<file path="config.mk">
export PLATFORM = sky130hd
export DESIGN_NAME = operand_fetch
export DESIGN_NICKNAME = d
export VERILOG_FILES = /design/src/rtl/mips_pkg.sv /design/src/rtl/op_scoreboard.sv /design/src/rtl/operand_fetch.sv
export SDC_FILE = /design/constraint.sdc
export NUM_CORES = 1
export LEC_CHECK = 0
export ABC_AREA = 1
export CAP_MARGIN = 20
export CORE_ASPECT_RATIO = 1.75
export CORE_MARGIN = 4
export CORE_UTILIZATION = 45
export CTS_CLUSTER_SIZE = 12
export DETAILED_ROUTE_END_ITERATION = 12
export GPL_ROUTABILITY_DRIVEN = 0
export PLACE_DENSITY = 0.75
export RECOVER_POWER = 50
export SKIP_CTS_REPAIR_TIMING = 1
export SYNTH_ARGS = -nofsm -noshare
export SYNTH_HDL_FRONTEND = slang
export SYNTH_HIERARCHICAL = 1
export SYNTH_SLANG_ARGS = --single-unit
</file>
<file path="constraint.sdc">
create_clock -name clk -period 3.35 [get_ports clk]
set_input_delay 0.67 -clock clk [delete_from_list [all_inputs] [get_ports clk]]
set_output_delay 0.67 -clock clk [all_outputs]
set_load 0.02 [all_outputs]
</file>
<file path="src/rtl/mips_pkg.sv">
// Shared constants and types for the MIPS pipeline stages.
package mips_pkg;

    localparam int unsigned DATA_W     = 32;
    localparam int unsigned REG_ADDR_W = 5;
    localparam int unsigned REG_ZERO   = 0;

    typedef logic [REG_ADDR_W-1:0] reg_idx_t;

endpackage

</file>
<file path="src/rtl/op_scoreboard.sv">
// Pending-destination scoreboard: one busy bit per architectural register.
module op_scoreboard #(
    parameter int unsigned REG_ADDR_W = 5
) (
    input  logic                  clk,
    input  logic                  rst,
    input  logic                  i_set,
    input  logic [REG_ADDR_W-1:0] i_set_idx,
    input  logic                  i_clr,
    input  logic [REG_ADDR_W-1:0] i_clr_idx,
    input  logic [REG_ADDR_W-1:0] i_src_a,
    input  logic [REG_ADDR_W-1:0] i_src_b,
    input  logic [REG_ADDR_W-1:0] i_dst,
    output logic                  o_busy_a,
    output logic                  o_busy_b,
    output logic                  o_busy_d
);
    import mips_pkg::*;

    localparam int unsigned NReg = 2 ** REG_ADDR_W;

    logic [NReg-1:0] r_busy;
    logic [NReg-1:0] w_busy_next;

    // Next busy vector: clear first so a same-index set (new producer) wins.
    always_comb begin
        w_busy_next = r_busy;
        if (i_clr) begin
            w_busy_next[i_clr_idx] = 1'b0;
        end
        if (i_set) begin
            w_busy_next[i_set_idx] = 1'b1;
        end
        w_busy_next[REG_ZERO] = 1'b0;
    end

    // Busy vector register.
    always_ff @(posedge clk) begin
        if (rst) begin
            r_busy <= '0;
        end else begin
            r_busy <= w_busy_next;
        end
    end

    assign o_busy_a = r_busy[i_src_a];
    assign o_busy_b = r_busy[i_src_b];
    assign o_busy_d = r_busy[i_dst];

endmodule

</file>
<file path="src/rtl/operand_fetch.sv">
// Register-read stage: operand fetch with writeback bypass, scoreboard stalls
// and a valid/ready output register toward execute.
module operand_fetch #(
    parameter int unsigned DATA_W     = 32,
    parameter int unsigned REG_ADDR_W = 5,
    parameter int unsigned PERF_W     = 16
) (
    input  logic                  clk,
    input  logic                  rst,
    input  logic                  in_valid,
    output logic                  in_ready,
    input  logic [REG_ADDR_W-1:0] in_rs,
    input  logic [REG_ADDR_W-1:0] in_rt,
    input  logic [REG_ADDR_W-1:0] in_rd,
    input  logic                  in_we,
    output logic [REG_ADDR_W-1:0] rA,
    output logic [REG_ADDR_W-1:0] rB,
    input  logic [DATA_W-1:0]     aData,
    input  logic [DATA_W-1:0]     bData,
    input  logic                  wb_valid,
    input  logic [REG_ADDR_W-1:0] wb_dR,
    input  logic [DATA_W-1:0]     wb_wData,
    output logic                  ex_valid,
    input  logic                  ex_ready,
    output logic [DATA_W-1:0]     ex_a,
    output logic [DATA_W-1:0]     ex_b,
    output logic [REG_ADDR_W-1:0] ex_rd,
    output logic                  ex_we,
    output logic [PERF_W-1:0]     perf_stalls
);
    import mips_pkg::*;

    localparam logic [REG_ADDR_W-1:0] Zero = REG_ADDR_W'(REG_ZERO);

    logic                  r_ex_valid;
    logic [DATA_W-1:0]     r_ex_a;
    logic [DATA_W-1:0]     r_ex_b;
    logic [REG_ADDR_W-1:0] r_ex_rd;
    logic                  r_ex_we;
    logic [PERF_W-1:0]     r_perf;

    logic              w_busy_a, w_busy_b, w_busy_d;
    logic              w_byp_a, w_byp_b, w_byp_d;
    logic              w_rdy_a, w_rdy_b, w_waw;
    logic              w_hazard, w_slot_free, w_issue;
    logic              w_set, w_clr;
    logic [DATA_W-1:0] w_val_a, w_val_b;

    assign rA = in_rs;
    assign rB = in_rt;

    // Writeback data bypass: RegFile only commits at the edge.
    always_comb begin
        w_byp_a = wb_valid && (wb_dR == in_rs);
        w_byp_b = wb_valid && (wb_dR == in_rt);
        w_byp_d = wb_valid && (wb_dR == in_rd);
        w_val_a = aData;
        w_val_b = bData;
        if (in_rs == Zero) begin
            w_val_a = '0;
        end else if (w_byp_a) begin
            w_val_a = wb_wData;
        end
        if (in_rt == Zero) begin
            w_val_b = '0;
        end else if (w_byp_b) begin
            w_val_b = wb_wData;
        end
    end

    // RAW/WAW hazard detection and input handshake.
    always_comb begin
        w_rdy_a     = (in_rs == Zero) || !w_busy_a || w_byp_a;
        w_rdy_b     = (in_rt == Zero) || !w_busy_b || w_byp_b;
        w_waw       = in_we && (in_rd != Zero) && w_busy_d && !w_byp_d;
        w_hazard    = in_valid && (!w_rdy_a || !w_rdy_b || w_waw);
        w_slot_free = !r_ex_valid || ex_ready;
        in_ready    = w_slot_free && !w_hazard;
        w_issue     = in_valid && in_ready;
        w_set       = w_issue && in_we && (in_rd != Zero);
        w_clr       = wb_valid && (wb_dR != Zero);
    end

    op_scoreboard #(
        .REG_ADDR_W (REG_ADDR_W)
    ) u_scoreboard (
        .clk       (clk),
        .rst       (rst),
        .i_set     (w_set),
        .i_set_idx (in_rd),
        .i_clr     (w_clr),
        .i_clr_idx (wb_dR),
        .i_src_a   (in_rs),
        .i_src_b   (in_rt),
        .i_dst     (in_rd),
        .o_busy_a  (w_busy_a),
        .o_busy_b  (w_busy_b),
        .o_busy_d  (w_busy_d)
    );

    // Output register toward execute; data holds when the slot drains.
    always_ff @(posedge clk) begin
        if (rst) begin
            r_ex_valid <= 1'b0;
            r_ex_a     <= '0;
            r_ex_b     <= '0;
            r_ex_rd    <= '0;
            r_ex_we    <= 1'b0;
        end else if (w_issue) begin
            r_ex_valid <= 1'b1;
            r_ex_a     <= w_val_a;
            r_ex_b     <= w_val_b;
            r_ex_rd    <= in_rd;
            r_ex_we    <= in_we;
        end else if (ex_ready) begin
            r_ex_valid <= 1'b0;
        end
    end

    // Saturating hazard-stall counter; backpressure-only cycles are not hazards.
    always_ff @(posedge clk) begin
        if (rst) begin
            r_perf <= '0;
        end else if (w_hazard && (r_perf != {PERF_W{1'b1}})) begin
            r_perf <= r_perf + 1'b1;
        end
    end

    assign ex_valid    = r_ex_valid;
    assign ex_a        = r_ex_a;
    assign ex_b        = r_ex_b;
    assign ex_rd       = r_ex_rd;
    assign ex_we       = r_ex_we;
    assign perf_stalls = r_perf;

endmodule

</file>
==> metrics.md, run 1 <==
| Metric | Value |
|---|---|
| Status | `finished clean` |
| Site row count | `65` |
| Pwr dens | `426 nW/um^2` |
| Post-route ant nets | `0` |
| Clock Skews | `10.6 ps` |
| CP max-delay cell | `clkdlybuf4s50_1` |
| Cells after synthesis | `1,452` |
| Initial antenna violation count | `1` |
| Synth unique cells | `28` |
| Mapped Area | `8270 sq um` |
| GRT Resource Usage Total | `0.298` |
| Fin. Hold Viols | `0` |
| H-tree depth | `4` |
| CTS tree | `built` |
| Area of the multi-input gates | `4480 sq um` |
| WL final | `32,400 microns` |
| Starting Density | `0.458` |
| Kind of critical path | `in -> out` |
| Post-synthesis sequential area ratio | `0.286` |
| Max Cap Viol | `0` |
| Syn Nets | `1,575` |
| Grt total ovfl | `0` |
| Worst Path Arrival | `2550 ps` |
| Unrepaired setup endpoints after global routing | `false` |
| Slew @ Worst Pin | `524 ps` |
| Worst setup SP type | `input pin` |
| Fmax | `311 MHz` |
| Die area | `20,700 sq um` |
| CP cell instances | `clkdlybuf4s50_1, buf_4, inv_6, nand2_1, nand3_1, nand3_1, nand2_1, nand2_1, nand2_1, nand2_1, nand2_1, inv_1, nor2_1, nand2_1, nand3_2, a21boi_1, buf_4` |
| Drc violations | `0` |
| Largest net degree at the start of global routing | `57` |
| Hold_sp | `u_scoreboard/r_busy[2]$_SDFF_PP0_` |
| CTS root buf | `clkbuf_16` |
| Layout fillers | `1,729` |
| Crit-path most repeated cell | `nand2_1` |
| Worst-skew pair later-pin latency | `420 ps` |
| Critical path required time | `2680 ps` |
| Min cycle time layout | `3220 ps` |
| Buffers and inverters on the worst path | `5` |
| Fraction of the cycle the final worst path needs | `0.961` |
| Post-DP HPWL | `23,400 microns` |
| Num CTS Buffers | `17` |
| First-pass iteration count of the detailed router | `6` |
| Synth warn | `6` |
| Worst setup path startpoint | `in_rd[0]` |
| Width of the die | `110 microns` |
| Worst Hold Class | `reg -> reg` |
| Via count | `10,200` |
| CORE AREA | `18,100 sq um` |
| Finished Core Util | `0.633` |
| Slew Limit Fails | `0` |
| FF+latch count, synth | `118` |
| Buffer levels on the longest clock path | `2` |
| Leak | `0.00583 uW` |
| Setup crit end kind | `output pin` |
| Reg area | `2360 sq um` |
| Max VDD drop | `0.300 mV` |
| Die height | `187 microns` |
| Mapped Avg Cell Area | `5.70 sq um` |
| Wire per inst | `17.0 microns` |
| Vias in the first global route | `9,710` |
| TritonCTS Sinks | `118` |
| Reg clk slew, reported paths | `60 ps` |
| R2r startpoint | `u_scoreboard/r_busy[31]$_SDFF_PP0_` |
| Setup_tns | `0 ps` |
| CP max FO | `15` |
| Buffers on Ports | `219` |
| Vias per inst | `5.37` |
| Synth-to-layout area growth | `38.1%` |
| Slew headroom | `0.651` |
| Layout cells sized above 1 | `0.0756` |
| Slowest stage delay, CP | `520 ps` |
| Cell family with most CP delay | `buffers and inverters` |
| Final setup fails | `0` |
| First-pass GRT wire length | `49,900 microns` |
| DR iter-0 viols | `1,058` |
| Io pins | `220` |
| Fin nets | `1,776` |
## synth_stat cells
| library cell | instances | share of area |
|---|---|---|
| a21boi_0 | 1 | 0.00091 |
| a21oi_1 | 68 | 0.041 |
| buf_1 | 16 | 0.0073 |
| buf_2 | 13 | 0.0079 |
| buf_4 | 14 | 0.013 |
| buf_6 | 7 | 0.0095 |
| clkbuf_1 | 35 | 0.016 |
| clkinv_1 | 2 | 0.00091 |
| dfxtp_1 | 118 | 0.29 |
| ha_1 | 1 | 0.0015 |
| inv_1 | 243 | 0.11 |
| inv_2 | 18 | 0.0082 |
| inv_4 | 3 | 0.0023 |
| nand2_1 | 444 | 0.20 |
| nand2_2 | 1 | 0.00076 |
| nand3_1 | 204 | 0.12 |
| nand3_2 | 4 | 0.0048 |
| nand3b_1 | 1 | 0.00091 |
| nand4_1 | 65 | 0.049 |
| nor2_1 | 130 | 0.059 |
| nor2_8 | 1 | 0.0024 |
| nor3_1 | 6 | 0.0036 |
| nor3_2 | 7 | 0.0085 |
| nor3_4 | 4 | 0.0079 |
| o21ai_0 | 23 | 0.014 |
| o21ai_1 | 10 | 0.0061 |
| xnor2_1 | 3 | 0.0032 |
| xor2_1 | 10 | 0.011 |
## metal layers
metal  part of all wire  global-route usage  up-vias
li1                   -                   -     4910
met1               0.35               0.311     4560
met2               0.48               0.508      585
met3              0.090              0.0735      160
met4              0.086               0.231        0
met5                  0                   0        -
## worst reg2reg max path: stages (launching register included)
cell and delay, ps:
dfxtp_1 500, nand2_1 100, nand3_1 110, nand3_1 70, nand2_1 80, nand2_1 50, nand2_1 70, nand2_1 40
nand2_1 80, nand2_1 60, inv_1 50, nand2_1 90, nand2_2 80, nor2_1 70, nand3_4 70, clkbuf_2 390
clkbuf_4 390, nand2_1 100, nand2_1 70, nor2_1 40
## layout make-up
cell class,instances,share of cell area
tap,234,0.0256
inverter,266,0.0885
clock inverter,14,0.0173
clock buffer,18,0.0384
multi-input combinational,983,0.392
timing repair buffer,267,0.231
sequential,118,0.207
antenna,1,0.000219
## worst paths after layout
kind | slack (ps) | cells after the start | end
setup / recovery | 130 | 17 | in_ready
hold / removal | 470 | 2 | u_scoreboard/r_busy[2]$_SDFF_PP0_
hold reg to reg | 470 | 2 | u_scoreboard/r_busy[2]$_SDFF_PP0_
setup reg to reg | 720 | 19 | ex_a[18]$_SDFFE_PP0P_
## state kept, by name, indices dropped and copies added (netlist names)
signal,cells
ex_valid,1
perf_stalls,16
ex_a,32
ex_b,32
u_scoreboard/r_busy,31
ex_we,1
ex_rd,5
## cell usage in the layout, fill, tap and decap left out, types with 3 or more instances in the layout
cell / count
xnor2_1: 3
nor2_1: 129
nand3_2: 4
nand3_1: 203
nand2_1: 442
nand2_2: 3
inv_1: 243
buf_4: 38
inv_6: 4
a21oi_1: 68
inv_2: 17
inv_4: 3
clkbuf_16: 18
xor2_1: 10
nor3_1: 4
nand4_1: 65
o21ai_1: 10
nor3_2: 9
nor3_4: 4
o21ai_0: 23
clkinv_4: 3
clkdlybuf4s50_1: 118
bufinv_16: 4
dlygate4sd3_1: 96
buf_12: 6
dfxtp_1: 118
## metrics by stage
stage               std cells  setup WS, ps  instance area [sq um]  hold WS (ps)  power (uW)
floorplan                1452           187                   8270           450        2320
CTS                      1899         -37.0                  11400           477        4930
finish                   1901           130                  11400           472        4870
detailed placement       1867         -29.1                  10800           469        2930
global placement         1867          14.9                  10800           465        2910
global route             1901          5.42                  11400           518        5070
## report_power, final
| group | switching, uW | internal [uW] |
|---|---|---|
| clock network | 725 | 1270 |
| registers | 69.4 | 1510 |
| logic | 770 | 522 |
| total | 1560 | 3300 |
## logic make-up (layout without fill, tap and decap cells)
logic type / count (synthesis) / after routing / share of synthesized area
and+or+nand+nor: 867 / 867 / 0.462
xor gates and xnor gates: 13 / 13 / 0.0138
buffers and inverters: 351 / 565 / 0.175
AOI/OAI and AO/OA: 102 / 102 / 0.0620
other: 0 / 1 / 0
adders and majority gates: 1 / 1 / 0.00151
DFF: 118 / 118 / 0.286
(Power assumes the default switching activity.)
==> inputs of run 2 (changes only) <==
--- a/config.mk
+++ b/config.mk
@@ -6,14 +6,12 @@
 export NUM_CORES = 1
 export LEC_CHECK = 0
 export ABC_AREA = 1
-export CAP_MARGIN = 20
 export CORE_ASPECT_RATIO = 1.75
 export CORE_MARGIN = 4
-export CORE_UTILIZATION = 45
-export CTS_CLUSTER_SIZE = 12
+export CORE_UTILIZATION = 50
 export DETAILED_ROUTE_END_ITERATION = 12
 export GPL_ROUTABILITY_DRIVEN = 0
-export PLACE_DENSITY = 0.75
+export PLACE_DENSITY = 0.82
 export RECOVER_POWER = 50
 export SKIP_CTS_REPAIR_TIMING = 1
 export SYNTH_ARGS = -nofsm -noshare
==> metrics.md, run 2 (synthesis results as in run 1) <==
| Metric | Value |
|---|---|
| CTS tree | `built (unchanged)` |
| Status | `finished clean (unchanged)` |
| Die area | `18,700 sq um (was 20,700 sq um)` |
| Slew @ Worst Pin | `740 ps (was 524 ps)` |
| Via count | `10,400 (was 10,200)` |
| Unrepaired setup endpoints after global routing | `false (unchanged)` |
| Max VDD drop | `0.350 mV (was 0.300 mV)` |
| Kind of critical path | `in -> out (unchanged)` |
| Site row count | `62 (was 65)` |
| Sequential Power Share | `0.333 (was 0.324)` |
| WL final | `32,800 microns (was 32,400 microns)` |
| GRT Resource Usage Total | `0.339 (was 0.298)` |
| Buffer levels on the longest clock path | `2 (unchanged)` |
| Final worst setup slack | `138 ps (was 130 ps)` |
| Buffers on Ports | `219 (unchanged)` |
| First-pass iteration count of the detailed router | `8 (was 6)` |
| Max Cap Viol | `0 (unchanged)` |
| Gate power share | `0.273 (was 0.265)` |
| Fmax | `311 MHz (about the same)` |
| Internal Power | `3110 uW (was 3300 uW)` |
| Die height | `178 microns (was 187 microns)` |
| Initial antenna violation count | `1 (unchanged)` |
| TritonCTS Sinks | `118 (unchanged)` |
| P_sw | `1630 uW (was 1560 uW)` |
| Setup crit end kind | `output pin (unchanged)` |
| Layout fillers | `1,438 (was 1,729)` |
| CTS root buf | `clkbuf_16 (unchanged)` |
| Slew headroom | `0.505 (was 0.651)` |
| Largest net degree at the start of global routing | `73 (was 57)` |
| Clock Skews | `13.1 ps (was 10.6 ps)` |
| Worst Path Arrival | `2540 ps (was 2550 ps)` |
| Fin nets | `1,777 (was 1,776)` |
| Vias per inst | `5.51 (was 5.37)` |
| Min cycle time layout | `3210 ps (was 3220 ps)` |
| CP max FO | `6 (was 15)` |
| Sw frac | `0.344 (was 0.321)` |
| Worst setup path startpoint | `in_rt[2] (was in_rd[0])` |
| DP Area | `10,700 sq um (was 10,800 sq um)` |
| Synth-to-layout area growth | `37.5% (was 38.1%)` |
| Post-DP HPWL | `23,300 microns (was 23,400 microns)` |
| Leak | `0.00584 uW (was 0.00583 uW)` |
| First-pass GRT wire length | `50,100 microns (was 49,900 microns)` |
| Diode count | `0 (was 1)` |
| Final instance area | `11,400 sq um (about the same)` |
| Post-route ant nets | `0 (unchanged)` |
| Fraction of the cycle the final worst path needs | `0.959 (was 0.961)` |
| Hold_sp | `u_scoreboard/r_busy[2]$_SDFF_PP0_ (unchanged)` |
| Width of the die | `105 microns (was 110 microns)` |
| Wire per inst | `17.3 microns (was 17.0 microns)` |
| Layout cells sized above 1 | `0.0750 (was 0.0756)` |
| Grt total ovfl | `0 (unchanged)` |
| Num CTS Buffers | `17 (unchanged)` |
| Vias in the first global route | `9,790 (was 9,710)` |
| CORE AREA | `16,400 sq um (was 18,100 sq um)` |
| Critical path required time | `2680 ps (about the same)` |
| Most common cell after layout, fill and taps aside | `nand2_1 (unchanged)` |
| R2r startpoint | `u_scoreboard/r_busy[5]$_SDFF_PP0_ (was u_scoreboard/r_busy[31]$_SDFF_PP0_)` |
| Setup_tns | `0 ps (unchanged)` |
| Final setup fails | `0 (unchanged)` |
| Drc violations | `0 (unchanged)` |
| Slew Limit Fails | `0 (unchanged)` |
| Clk network pwr share | `0.393 (was 0.410)` |
| H-tree depth | `4 (unchanged)` |
| Reg clk slew, reported paths | `70 ps (was 60 ps)` |
| DR iter-0 viols | `969 (was 1,058)` |
| Fin. Hold Viols | `0 (unchanged)` |
| Place WS | `4.99 ps (was -29.1 ps)` |
| Worst setup SP type | `input pin (unchanged)` |
| Worst-skew pair later-pin latency | `420 ps (about the same)` |
| Pwr dens | `417 nW/um^2 (was 426 nW/um^2)` |
| Io pins | `220 (unchanged)` |
| Worst Hold Class | `reg -> reg (unchanged)` |
| Most frequent cells in the layout | `443 x nand2_1, 243 x inv_1, 203 x nand3_1, 129 x nor2_1, 118 x dfxtp_1 (was 442 x nand2_1, 243 x inv_1, 203 x nand3_1, 129 x nor2_1)` |
| Starting Density | `0.505 (was 0.458)` |
## run 2: per-layer routing
metal / track usage / vias up / wire [microns]
met5: 0 / - / 10
met4: 0.246 / 2 / 2820
li1: - / 4916 / -
met3: 0.0732 / 193 / 3270
met2: 0.590 / 716 / 15700
met1: 0.358 / 4597 / 10900
## run 2: final cells by class
class / instances / area [sq um] / area share
clock inverters: 14 / 153 / 0.0134
multi-input cells: 983 / 4470 / 0.393
repair buffers: 268 / 2660 / 0.234
flip-flops and latches: 118 / 2360 / 0.208
well taps: 224 / 280 / 0.0246
clock buffers: 18 / 439 / 0.0386
inverters: 266 / 1010 / 0.0885
## run 2: metrics by stage
step / power [uW] / utilization / hold slack [ps] / instances
2_1_floorplan: 2320 / - / 450 / 1452
3_3_place_gp: 2900 / 0.656 / 460 / 1855
3_5_place_dp: 2920 / 0.656 / 471 / 1855
4_1_cts: 4780 / 0.692 / 479 / 1887
5_1_grt: 4950 / 0.695 / 510 / 1891
6_report: 4740 / 0.695 / 482 / 1891
## run 2: final timing paths
kind	to	slack (ps)	cells after the start
max	in_ready	140	14
min	u_scoreboard/r_busy[2]$_SDFF_PP0_	480	2
max reg2reg	ex_b[17]$_SDFFE_PP0P_	590	18
min reg2reg	u_scoreboard/r_busy[2]$_SDFF_PP0_	480	2
## run 2: power by group through the flow
stage / combinational (uW) / clock [uW] / sequential, uW
6_report: 1300 / 1860 / 1580
4_1_cts: 1320 / 1880 / 1580
3_5_place_dp: 1310 / 0 / 1610
2_1_floorplan: 610 / 0 / 1710
5_1_grt: 1420 / 1940 / 1590
3_3_place_gp: 1300 / 0 / 1610
## run 2: worst max-delay path, stage by stage
cell,delay (ps)
clkdlybuf4s50_1,610
inv_1,160
nand3_1,110
nand2_1,80
nand2_1,60
nand2_1,50
nand2_1,50
nand2_1,70
nand2_1,70
inv_1,40
nand2_1,110
nand3_2,110
a21boi_1,170
buf_4,170
